--- src/rtl/beat_monitor.sv ---
// beat_monitor: measures half-periods of an asynchronous square wave and flags liveness / frequency tolerance.
// Optional feature macro: BEAT_MONITOR_EDGE_COUNT_EN enables the wrapping 16-bit edge counter.
module beat_monitor #(
    parameter int unsigned CLK_FREQ  = 32'd50000000,
    parameter int unsigned BEAT_FREQ = 32'd5,
    parameter int unsigned TOL_PCT   = 32'd25
) (
    input  logic        clk,
    input  logic        rst,
    input  logic        beat_in,
    output logic [31:0] half_period,
    output logic        period_valid,
    output logic        alive,
    output logic        freq_ok,
    output logic        lost,
    output logic [15:0] edge_count
);

    localparam logic [31:0] EXP_C  = 32'(CLK_FREQ / 32'd2 / BEAT_FREQ);
    localparam logic [31:0] DEV_C  = 32'(EXP_C * TOL_PCT / 32'd100);
    localparam logic [31:0] LO_C   = EXP_C - DEV_C;
    localparam logic [31:0] HI_C   = EXP_C + DEV_C;
    localparam logic [31:0] TMO_C  = 32'd2 * HI_C;
    localparam logic [31:0] LAST_C = TMO_C - 32'd1;

    typedef enum logic [1:0] {
        ST_IDLE  = 2'd0,
        ST_ARMED = 2'd1,
        ST_TRACK = 2'd2
    } state_t;

    state_t      state_r;
    logic        s1_r;
    logic        s2_r;
    logic        s3_r;
    logic [31:0] cnt_r;
    logic [31:0] half_period_r;
    logic        period_valid_r;
    logic        alive_r;
    logic        freq_ok_r;
    logic        lost_r;

    logic        edge_s;
    logic        timeout_s;
    logic [31:0] meas_s;
    logic        in_tol_s;

    // Edge detect, candidate measurement and timeout qualification (edge beats timeout)
    always_comb begin
        edge_s    = s2_r ^ s3_r;
        meas_s    = cnt_r + 32'd1;
        in_tol_s  = (meas_s >= LO_C) && (meas_s <= HI_C);
        timeout_s = (cnt_r == LAST_C) && !edge_s;
    end

    // Two-flop synchronizer followed by the history flop used for edge detection
    always_ff @(posedge clk) begin
        if (rst) begin
            s1_r <= 1'b0;
            s2_r <= 1'b0;
            s3_r <= 1'b0;
        end else begin
            s1_r <= beat_in;
            s2_r <= s1_r;
            s3_r <= s2_r;
        end
    end

    // Interval counter: cleared by an edge, saturates one below the timeout length
    always_ff @(posedge clk) begin
        if (rst) begin
            cnt_r <= 32'd0;
        end else if (edge_s) begin
            cnt_r <= 32'd0;
        end else if (cnt_r != LAST_C) begin
            cnt_r <= cnt_r + 32'd1;
        end else begin
            cnt_r <= cnt_r;
        end
    end

    // Monitor FSM with registered status outputs
    always_ff @(posedge clk) begin
        if (rst) begin
            state_r        <= ST_IDLE;
            half_period_r  <= 32'd0;
            period_valid_r <= 1'b0;
            alive_r        <= 1'b0;
            freq_ok_r      <= 1'b0;
            lost_r         <= 1'b0;
        end else begin
            period_valid_r <= 1'b0;
            lost_r         <= 1'b0;
            case (state_r)
                ST_IDLE: begin
                    if (edge_s) begin
                        state_r <= ST_ARMED;
                    end else begin
                        state_r <= ST_IDLE;
                    end
                end
                ST_ARMED, ST_TRACK: begin
                    if (edge_s) begin
                        half_period_r  <= meas_s;
                        period_valid_r <= 1'b1;
                        alive_r        <= 1'b1;
                        freq_ok_r      <= in_tol_s;
                        state_r        <= ST_TRACK;
                    end else if (timeout_s) begin
                        // Only a tracked beat can be reported as lost
                        lost_r        <= (state_r == ST_TRACK);
                        alive_r       <= 1'b0;
                        freq_ok_r     <= 1'b0;
                        half_period_r <= 32'd0;
                        state_r       <= ST_IDLE;
                    end else begin
                        state_r <= state_r;
                    end
                end
                default: begin
                    state_r       <= ST_IDLE;
                    alive_r       <= 1'b0;
                    freq_ok_r     <= 1'b0;
                    half_period_r <= 32'd0;
                end
            endcase
        end
    end

    assign half_period  = half_period_r;
    assign period_valid = period_valid_r;
    assign alive        = alive_r;
    assign freq_ok      = freq_ok_r;
    assign lost         = lost_r;

`ifdef BEAT_MONITOR_EDGE_COUNT_EN
    logic [15:0] edge_count_r;

    // Wrapping count of every detected edge, arming edges included
    always_ff @(posedge clk) begin
        if (rst) begin
            edge_count_r <= 16'd0;
        end else if (edge_s) begin
            edge_count_r <= edge_count_r + 16'd1;
        end else begin
            edge_count_r <= edge_count_r;
        end
    end

    assign edge_count = edge_count_r;
`else
    assign edge_count = 16'd0;
`endif

endmodule
--- config.mk ---
export PLATFORM = sky130hd
export DESIGN_NAME = beat_monitor
export DESIGN_NICKNAME = d
export VERILOG_FILES = /design/src/rtl/beat_monitor.sv
export SDC_FILE = /design/constraint.sdc
export NUM_CORES = 1
export LEC_CHECK = 0
export BUFFER_PORTS_ARGS = -buffer_cell sky130_fd_sc_hd__buf_2
export CAP_MARGIN = 20
export CORE_MARGIN = 2
export CORE_UTILIZATION = 63
export CTS_BUF_LIST = sky130_fd_sc_hd__clkbuf_8
export DETAILED_ROUTE_END_ITERATION = 8
export MAX_ROUTING_LAYER = met4
export PLACE_DENSITY = 0.85
export SLEW_MARGIN = 0
export SYNTH_ARGS = -nofsm -noshare
export SYNTH_HDL_FRONTEND = slang
export SYNTH_SLANG_ARGS = --single-unit
export TNS_END_PERCENT = 5
--- constraint.sdc ---
create_clock -name clk -period 3.87 [get_ports clk]
set_input_delay 0.5805 -clock clk [delete_from_list [all_inputs] [get_ports clk]]
set_output_delay 0.5805 -clock clk [all_outputs]
set_load 0.05 [all_outputs]
==> impl_metrics.json <==
{
  "ys.flop_type": "dfxtp_1",
  "port_buffers": 38,
  "fill_cells": 447,
  "power_frac_comb_pct": 5.5,
  "skew_ns": 0.006129,
  "die_h_um": 78.36,
  "ys_seq_area_share_pct": 41.95,
  "netlist_instances": 410,
  "cts_root_buffer": "clkbuf_8",
  "post_cts_buffers": 0,
  "peakVddDrop_mv": 0.3098,
  "routed_via_density": 5.846,
  "crit_type": "flip-flop to flip-flop",
  "post_drt_wl_per_cell_um": 16.20,
  "final_nets": 446,
  "design_power_total_mw": 1.414,
  "rrSetupSlack_ns": 0.78,
  "ys_types": 50,
  "synth_compound_area_share_pct": 10.34,
  "drt_pre_antenna_iters": 5,
  "r2r_cells": 8,
  "synth_top_family_by_area": "simple AND/OR/NAND/NOR gates",
  "wl_mm": 8.326,
  "slew_viol_final": 0,
  "drive_gt1_share_pct": 14.93,
  "cts_tree": "yes",
  "syn_area_um2": 3483,
  "hold_viol": 0,
  "cts_resized": 0,
  "fin_crit_ns": 3.093,
  "multiInputGateArea_um2": 1842,
  "p_sw_share_pct": 25.16,
  "tightest_slew_ns": 0.7343,
  "overflow": 0,
  "max_freq_ghz": 0.3234,
  "power_frac_clock_pct": 40.7,
  "p_switching_mw": 0.3556,
  "rows": 27,
  "cap_violations": 0,
  "synthSimpleGateAreaFrac_pct": 28.92,
  "period_share_pct": 79.91,
  "die_area_um2": 6140,
  "cellPowerDensity_nw_per_um2": 371.8,
  "finalSetupTns_ns": 0,
  "p_leak_nw": 1.546,
  "synthAdderAreaFrac_pct": 1.796,
  "clock_latency_ns": 0.35,
  "relSlewSlack_pct": 51.05,
  "io_pins": 55,
  "synth-edff-count": 0,
  "cts_sinks": 73,
  "antenna_cells": 0,
  "grt_pass1_vias": 2681,
  "start_util_pct": 64.04,
  "start_kind": "flip-flop",
  "timing.rr.end": "freq_ok",
  "synthArstFlopShare_pct": 0,
  "die_w_um": 78.36,
  "synth_area_per_cell_um2": 8.496,
  "seq_area_um2": 1461,
  "hold_buffers": 0,
  "drtIter0Drc": 324,
  "yosys_register_bits": 73,
  "clk_pin_slew_worst_paths_ns": 0.08,
  "crit-reg2reg-launch": "cnt_r[6]",
  "cts_buffers": 9,
  "pwr-share-seq_pct": 53.9,
  "antenna_found_initial": 0,
  "worstHoldPathType": "flip-flop to flip-flop",
  "hpwl_mm": 5.786,
  "crit_start": "cnt_r[6]",
  "synth-xor-area-share_pct": 9.231,
  "setup_viol": 0,
  "synthToLayoutAreaGrowth_pct": 9.160,
  "place_congestion": 0.9347,
  "grt_max_degree": 42,
  "mostFrequentLayoutCells": "nor2_1, dfxtp_1, buf_2, a21oi_1, nand4_1",
  "final_common_cell": "nor2_1",
  "post-route-drc-count": 0,
  "internal_power_mw": 1.058,
  "crit_arrival_ns": 3.37,
  "yosysWarnings": 0,
  "outcome": "finished, final reports clean",
  "clk_path_buf_depth": 2,
  "core_area_um2": 5439,
  "rsz0062_at_grt": "no",
  "htree_levels": 3,
  "crit_path_end_kind": "flip-flop",
  "muxShareOfSynthArea_pct": 0.8621,
  "crit_required_ns": 4.15,
  "num_vias": 3005,
  "grt.total_usage_pct": 29.54,
  "endpoint": "freq_ok",
  "ant_nets": 0,
  "grt_pass1_wl_mm": 13.63,
  "crit_path_max_fanout": 12
}
[cell families after synthesis]
group,Yosys count
fa+ha+maj,5
mux,3
compound gates,58
xor+xnor,35
other cells,1
buf+inv,43
flops,73
simple gates,192
[flip-flops by register name, summed over array words and instances (netlist names)]
name and count:
s1_r 1, alive 1, state_r 2, cnt_r 32, period_valid 1, s2_r 1
freq_ok 1, s3_r 1, half_period 32, lost 1
[Yosys cell counts (2+ instances only)]
master,number,area (µm²)
nand3b_1,2,15.01
nand2b_1,4,25.02
nor2_1,89,334.1
a31oi_1,2,12.51
mux2i_1,3,30.03
nor3b_1,2,15.01
buf_4,16,120.1
nand3_1,11,55.05
or4_1,2,15.01
nor4_1,5,31.28
xnor2_2,2,32.53
nor2b_1,13,81.33
clkbuf_1,15,56.30
nand4_1,19,118.9
o21ai_0,3,15.01
a21oi_1,30,150.1
buf_2,5,25.02
nor3_1,7,35.03
a22oi_1,13,97.59
nor4_4,2,42.54
and4_1,4,35.03
or3b_2,2,17.52
inv_1,5,18.77
and3_1,3,18.77
nand2_1,17,63.81
nand4_4,2,42.54
ha_1,5,62.56
dfxtp_1,73,1461
and2_1,2,12.51
xnor2_1,16,140.1
xor2_1,17,148.9
[cell type report]
cell class,count,area share [%]
Tap cell,72,2.369
Multi-Input combinational cell,309,48.44
Clock inverter,6,1.612
Inverter,5,0.4936
Timing Repair Buffer,40,5.397
Clock buffer,9,3.258
Sequential cell,73,38.43
[worst max-delay path, stage by stage, from the launching register on]
cell,delay (ns)
dfxtp_1,0.48
nand4_4,0.25
nor4_4,0.72
and2_1,0.28
and4_1,0.27
xor2_1,0.11
or4_1,0.54
nand4b_1,0.19
a31oi_1,0.17
[per-layer routing]
layer  track usage [%]  up-vias  routed length, µm
li1                  -     1434                  -
met1             42.14     1404               3925
met2             40.95      151               3549
met3             8.276       16                735
met4             8.596        0                116
met5                 -        -                  0
[through the flow]
| step | setup WS [ns] | util, % | cells | hold WS (ns) | cell area [µm²] |
|---|---|---|---|---|---|
| final | 0.7774 | 69.91 | 514 | 0.4427 | 3802 |
| after global routing | 0.5333 | 69.91 | 514 | 0.4555 | 3802 |
| after CTS | 0.7963 | 69.91 | 514 | 0.4417 | 3802 |
| after detailed placement | 0.8209 | 66.51 | 499 | 0.4322 | 3617 |
| after global placement | 0.9251 | 66.51 | 499 | 0.4196 | 3617 |
| after floorplan | 1.259 | - | 425 | 0.4138 | 3540 |
[worst min-delay path by stage]
stage                 to  cells after the start  startpoint
global placement    s2_r                      1        s1_r
finish              s2_r                      1        s1_r
detailed placement  s2_r                      1        s1_r
global route        s1_r                      2     beat_in
CTS                 s1_r                      2     beat_in
floorplan           s2_r                      1        s1_r
[power by group through the flow]
stage	Sequential, mW	Combinational (mW)	Clock [mW]
CTS	0.761	0.0765	0.577
detailed placement	0.779	0.0762	0
global route	0.762	0.0824	0.610
global placement	0.778	0.0751	0
floorplan	0.778	0.0785	0
finish	0.761	0.0772	0.575
No activity file was read; power rests on OpenSTA's default activity.
